**src/rtl/instr_fetch_unit.sv**
```systemverilog
// In-order instruction fetch: owns the PC, issues imem requests, buffers words, redirects on PCSrc.
// Latency: a word is presented the cycle after its response; a redirect costs one dead REDIRECT cycle.
// Backpressure: requests are capped so buffered + in-flight never exceed FIFO_DEPTH (a same-cycle pop frees a slot).
module instr_fetch_unit #(
    parameter int unsigned     XLEN       = 32,
    parameter logic [XLEN-1:0] RESET_PC   = '0,
    parameter int unsigned     FIFO_DEPTH = 2
) (
    input  logic            clk,
    input  logic            rst_n,
    output logic            imem_req_valid,
    input  logic            imem_req_ready,
    output logic [XLEN-1:0] imem_req_addr,
    input  logic            imem_rsp_valid,
    input  logic [XLEN-1:0] imem_rsp_data,
    output logic            instr_valid,
    input  logic            instr_ready,
    output logic [XLEN-1:0] instr,
    output logic [XLEN-1:0] instr_pc,
    output logic [XLEN-1:0] instr_pcPlus4,
    input  logic [1:0]      PCSrc,
    input  logic [XLEN-1:0] branchTarget,
    input  logic [XLEN-1:0] jalrTarget
);
    localparam int unsigned PW = $clog2(FIFO_DEPTH);
    localparam int unsigned CW = $clog2(FIFO_DEPTH + 1);

    typedef enum logic [1:0] {BOOT, FETCH, REDIRECT} state_t;

    state_t                state, state_nxt;
    logic [XLEN-1:0]       fetch_pc;
    logic [XLEN-1:0]       slot_pc  [FIFO_DEPTH];
    logic [XLEN-1:0]       slot_dat [FIFO_DEPTH];
    logic [FIFO_DEPTH-1:0] slot_full;
    logic [PW-1:0]         head, fillp, tail;
    logic [CW-1:0]         fifo_count, outstanding, discard, out_nxt;
    logic [CW:0]           occupancy;
    logic                  req_acc, rsp_take, rsp_drop, pop, redirect;
    logic [XLEN-1:0]       target_raw, target;

    assign pop      = instr_valid && instr_ready;
    assign redirect = pop && (PCSrc == 2'b01 || PCSrc == 2'b10);
    assign req_acc  = imem_req_valid && imem_req_ready;
    assign rsp_drop = imem_rsp_valid && (discard != '0);
    assign rsp_take = imem_rsp_valid && (discard == '0);
    assign out_nxt  = outstanding + CW'(req_acc) - CW'(imem_rsp_valid);

    // Counting the head being popped this cycle keeps a 1-cycle memory at one word per cycle.
    assign occupancy      = {1'b0, fifo_count} + {1'b0, outstanding} - (CW+1)'(pop);
    assign imem_req_valid = (state == FETCH) && (occupancy < (CW+1)'(FIFO_DEPTH));
    assign imem_req_addr  = fetch_pc;

    assign target_raw = (PCSrc == 2'b10) ? jalrTarget : branchTarget;
    assign target     = target_raw & ~XLEN'(3);

    assign instr_valid   = slot_full[head];
    assign instr         = instr_valid ? slot_dat[head] : '0;
    assign instr_pc      = instr_valid ? slot_pc[head] : '0;
    assign instr_pcPlus4 = instr_valid ? slot_pc[head] + XLEN'(4) : '0;

    always_comb begin
        state_nxt = state;
        case (state)
            BOOT:     state_nxt = FETCH;
            FETCH:    state_nxt = FETCH;
            REDIRECT: state_nxt = FETCH;
            default:  state_nxt = BOOT;
        endcase
        if (redirect) state_nxt = REDIRECT;
    end

    always_ff @(posedge clk or negedge rst_n) begin
        if (!rst_n) begin
            state       <= BOOT;
            fetch_pc    <= RESET_PC;
            head        <= '0;
            fillp       <= '0;
            tail        <= '0;
            slot_full   <= '0;
            fifo_count  <= '0;
            outstanding <= '0;
            discard     <= '0;
        end else begin
            state       <= state_nxt;
            outstanding <= out_nxt;
            if (redirect) begin
                // Everything still in flight, including this cycle's accept, belongs to the wrong path.
                fetch_pc   <= target;
                head       <= '0;
                fillp      <= '0;
                tail       <= '0;
                slot_full  <= '0;
                fifo_count <= '0;
                discard    <= out_nxt;
            end else begin
                if (req_acc) begin
                    fetch_pc <= fetch_pc + XLEN'(4);
                    tail     <= tail + PW'(1);
                end
                if (rsp_take) fillp <= fillp + PW'(1);
                if (pop) head <= head + PW'(1);
                if (rsp_drop) discard <= discard - CW'(1);
                fifo_count <= fifo_count + CW'(rsp_take) - CW'(pop);
                for (int i = 0; i < FIFO_DEPTH; i++) begin
                    if (pop && head == PW'(i)) slot_full[i] <= 1'b0;
                    if (rsp_take && fillp == PW'(i)) slot_full[i] <= 1'b1;
                end
            end
        end
    end

    // Payload storage needs no reset: outputs are gated by the valid bits.
    always_ff @(posedge clk) begin
        if (req_acc && !redirect) slot_pc[tail] <= fetch_pc;
        if (rsp_take) slot_dat[fillp] <= imem_rsp_data;
    end
endmodule

```
**config.mk**
```make
export PLATFORM = sky130hd
export DESIGN_NAME = instr_fetch_unit
export DESIGN_NICKNAME = d
export VERILOG_FILES = /design/src/rtl/instr_fetch_unit.sv
export SDC_FILE = /design/constraint.sdc
export NUM_CORES = 1
export LEC_CHECK = 0
export CAP_MARGIN = 20
export CORE_MARGIN = 5
export CORE_UTILIZATION = 44
export DETAILED_ROUTE_END_ITERATION = 16
export PLACE_DENSITY_LB_ADDON = 0.08
export SETUP_SLACK_MARGIN = 0.2
export SYNTH_ARGS = -nofsm -noshare
export SYNTH_HDL_FRONTEND = slang
export SYNTH_SLANG_ARGS = --single-unit
export TNS_END_PERCENT = 100
```
**constraint.sdc**
```tcl
create_clock -name clk -period 5.15 [get_ports clk]
set_input_delay 1.03 -clock clk [delete_from_list [all_inputs] [get_ports clk]]
set_output_delay 1.03 -clock clk [all_outputs]
set_load 0.05 [all_outputs]
```
# == Yosys cells after proc, flatten, opt, wreduce, memory -nomap -nowiden ==
# Memories as Yosys holds them, arrays and structs flattened.
# Index checks and enable logic that the tools add are counted.
# word_totals
reg_bits,45
ram_bits,128
inputBits,103
output_inout_bits,130
wordCells,83
n_memories,2
# classes
n_addsub,12
magnitude_cmp,2
eq_ne,4
mux,28
n_bitwise,2
n_reduce_logical,23
# memory_table
name,depth,word_bits,read_ports,rd_ports_with_merged_regs,write_ports,line,source
slot_dat,2,32,1,0,1,33,logic [XLEN-1:0] slot_dat [FIFO_DEPTH];
slot_pc,2,32,1,0,1,32,logic [XLEN-1:0] slot_pc [FIFO_DEPTH];
# op_table
operator,count
$mux W32,6
$add A32 B3 Y32 const B,2
$mux W1,17
$logic_and A1 B1 Y1,11
$mux W2,5
$reduce_bool A2 Y1,5
$reduce_bool A3 Y1,2
$add A2 B1 Y2,2
$eq A2 B1 Y1 const B,2
$eq A2 B2 Y1 const B,2
$logic_not A2 Y1,2
$sub A2 B1 Y2,2
$add A1 B1 Y1 const B,3
$add A2 B2 Y3,1
$lt A3 B2 Y1 const B,1
$reduce_or A3 Y1,1
$sub A3 B1 Y3,1
$lt A1 B2 Y1 const B,1
$not A1 Y1,2
$sub A2 B1 Y2 const B,1
$logic_not A1 Y1,1
$logic_or A1 B1 Y1,1

# == Depth between registers and ports, before layout ==
# depth
depth_word,10
ltp_mapped,17
ltp_nobuf,16

# == Worst setup path after synthesis ==
# OpenSTA, ideal clock, no wires.
# synth_timing
path_type,input to register
startpoint,input instr_ready
endpoint,"memory slot_pc[0][10], enable pin"
t_arrival_ns,4.807
t_required_ns,4.695
slack_ns,-0.112
stages,8
n_path_buf,0
path_cell_list,and2_1 -> ha_1 -> nand2b_1 -> fa_1 -> nand4b_1 -> nor2_1 -> inv_1 -> nor3_1
# synth_via
elab_chain_len,8
word_cells_on_any_way,10
# synth_lines
item,line,source
start: declaration,17,"input logic instr_ready,"
$logic_and A1 B1 Y1 (*),41,assign pop = instr_valid && instr_ready;
$sub A3 B1 Y3,49,"assign occupancy = {1'b0, fifo_count} + {1'b0, outstanding} - (CW+1)'(pop);"
$lt A3 B2 Y1,50,assign imem_req_valid = (state == FETCH) && (occupancy < (CW+1)'(FIFO_DEPTH));
$logic_and A1 B1 Y1,50,
$logic_and A1 B1 Y1,43,assign req_acc = imem_req_valid && imem_req_ready;
$logic_and A1 B1 Y1 (*),114,if (req_acc && !redirect) slot_pc[tail] <= fetch_pc;
$mux W1 (*),114,
$mux W1 (implied by the code) (*),114,
end: declaration,32,
# Every way passes the cells marked *; elsewhere a longest branch is shown, timed or not.

# == Worst setup path after layout ==
# layout_timing
startpoint,input instr_ready
endpoint,output imem_req_valid
# layout_via
elab_chain_len,4
# layout_lines
item,line,source
$logic_and A1 B1 Y1,41,
$sub A3 B1 Y3,49,
$lt A3 B2 Y1,50,
$logic_and A1 B1 Y1,50,
end: declaration,11,"output logic imem_req_valid,"
# No other way between the ends.

==> metrics.csv <==
metric,value,unit
Synth Area in Adders,0.01703,
Leakage,4.146,nW
Initial Util,0.4423,
worst-path fanout max,6,
CP top delay family,simple AND/OR/NAND/NOR gates,
Die ar.,22250,sq um
Placed Instances,1183,
CP bufs+invs,2,
slew at the pin closest to its max-slew limit,973.0,ps
worst-skew pair later-pin latency,420,ps
dpl ws,440.4,ps
first-pass GRT wire length,32810,microns
CP Data Required Time,4120,ps
Slew headroom,0.3498,
Fin Clk Skew,12.46,ps
Die Span X,149.2,microns
status,"complete, no violations",
max cap viols,0,
"commonest non-fill, non-tap cell in the layout",clkdlybuf4s50_1,
Worst R2R Start,head$_DFFE_PN0P_,
CP Data Arrival Time,3730,ps
DR pass1 iterations,6,
Hold Buf Count CTS,0,
post-DP HPWL,15410,microns
Peak supply drop,0.0004720,V
DRC,0,
CTS buffer count,17,
setup TNS,0,ps
Routed wire per std cell,17.13,microns
crit path capture type,output pin,
"EDFF count, synth",124,
post-CTS setup buffers,0,
mapped cell area,8523,sq um
part of the Yosys area used for sequential elements,0.5631,
CP Cell Sequence,"clkdlybuf4s50_1, and2_1, ha_1, nand2b_1, fa_1, xnor2_1, nor4bb_1, buf_12",
startpoint types,input port,
total grt overflow,0,
Die Ht,149.2,microns
vias in the first global route,6254,
Yosys warning count,0,
Post-Layout Cell Count,1216,
largest net degree at the start of global routing,79,
clk slew on worst S/H paths,70,ps
slowest CP cell,nor4bb_1,
multiplexer area fraction after synthesis,0.07883,
layout cells sized above 1,0.07676,
crit share post-route,0.9241,
Vias per Instance,5.148,
unrepaired setup endpoints after global routing,false,
PwrDens,681.1,nW/um^2
antenna violations before repair,0,
endpoints failing setup,0,
TritonCTS Sinks,167,
Area Growth Syn to Fin,36.44,%
final WL,20830,microns
Ports,233,
CTS tree,built,
Total GRT Usage,0.1861,
most frequent cells in the layout,"clkdlybuf4s50_1 (220), edfxtp_1 (124), nor2_1 (89)",
Synth Flop Type,edfxtp_1,
ant diodes,0,
compound-cell area share of the yosys netlist,0.08280,
vias post-DR,6260,
Final Hold Viols,0,
clk root buf,clkbuf_16,
"flops & latches, synth",167,
CTS Buffer Depth,2,
row count,51,
max-slew violations,0,
largest family of logic cells by synthesized area,simple AND/OR/NAND/NOR gates,
Hold Path Class,input port to asynchronous set/reset pin,
total core area,19270,sq um
Final GP Congestion,0.7836,
hold slack,417.9,ps
Post-Synth XOR/XNOR Area,0.05241,
Avg Synthesized Cell Area,11.79,sq um
critical path class,input port to output pin,
Post-DRT Antenna Nets,0,
Final #Nets,1052,
Peak Freq,210.1,MHz
Worst Setup SP,instr_ready,
Fill cells,1587,
Cells after Synth,723,
instance count on the critical path,8,
CP max stage delay,610,ps
synth unique cells,59,
Iteration-0 DRC Markers,335,
worst setup margin,391.1,ps
I/O Buffers,222,
PnR Total Power,7.920,mW
Post-synth ARST share,0.2575,
Synth Area in Simple Gates,0.1709,
# H-tree levels,4,
min cycle time layout,4759,ps
worst r2r path cells,17,
==> registers in the layout (all words and copies together), names as in the netlist <==
name,flops
slot_dat,64
slot_pc,60
imem_req_addr,30
discard,2
fifo_count,2
outstanding,2
slot_full,2
state,2
fillp,1
head,1
tail,1
==> worst paths after layout <==
path,slack [ps],end
max,390,imem_req_valid
min,420,discard[0]$_DFFE_PN0P_
max reg2reg,1090,discard[1]$_DFFE_PN0P_
min reg2reg,460,state[0]$_DFF_PN0_
max in group asynchronous,4280,head$_DFFE_PN0P_
min in group clk,460,state[0]$_DFF_PN0_
==> routing by layer <==
layer	GRT usage	wire, microns	vias to the layer above
met3	0.05135	1710	19
met1	0.2633	9574	2952
li1	-	-	3074
met2	0.2826	9224	215
met4	0.05309	322	0
met5	0	0	-
==> cell families (layout without fill, tap and decap cells) <==
kind of cell | after synthesis | count (layout)
and+or+nand+nor | 266 | 266
xor gates and xnor gates | 51 | 51
DFF | 167 | 167
adders and majority gates | 11 | 11
muxes | 66 | 66
other | 1 | 6
AOI/OAI and AO/OA | 105 | 105
buffers and inverters | 56 | 279
==> through the flow <==
| stage | cell area, sq um | util |
|---|---|---|
| floorplan | 8547 | - |
| global placement | 10980 | 0.5696 |
| detailed placement | 10980 | 0.5696 |
| CTS | 11600 | 0.6022 |
| global route | 11630 | 0.6034 |
| finish | 11630 | 0.6034 |
==> synth_stat cells (5+ instances only) <==
master,number,area (sq um)
nand2_1,33,123.9
a211oi_1,27,202.7
nor2_1,90,337.8
nand3b_1,6,45.04
and2_1,11,68.82
xor2_1,27,236.5
edfxtp_1,124,3724
inv_1,14,52.55
nor2b_1,32,200.2
buf_2,15,75.07
a21oi_1,40,200.2
clkbuf_1,13,48.80
nor3_1,6,30.03
xnor2_1,24,210.2
and3_1,7,43.79
a31oi_1,5,31.28
dfrtp_1,43,1076
nand4b_1,5,43.79
nand3_1,30,150.1
nand4_1,18,112.6
o21ai_0,13,65.06
mux2i_1,59,590.6
ha_1,10,125.1
buf_4,6,45.04
==> cell type report <==
type	count	area (sq um)	area share
flip-flops and latches	167	4803	0.4131
multi-input cells	505	3487	0.2999
repair buffers	233	2326	0.2000
clock buffers	18	429.2	0.03691
well taps	265	331.6	0.02851
clock inverters	14	198.9	0.01711
inverters	14	52.55	0.004519
==> where the power goes <==
| part | internal, mW | switching, mW | total [mW] |
|---|---|---|---|
| registers | 1.95 | 0.427 | 2.38 |
| clock network | 0.819 | 0.526 | 1.35 |
| logic | 1.45 | 2.75 | 4.20 |
==> repair_timing <==
action,4_1_cts,5_1_grt
hold endpoints to repair,0,0
endpoints found under the setup margin,0,3
resized for setup,0,1
Note: power is estimated with default switching activity, not from simulation.
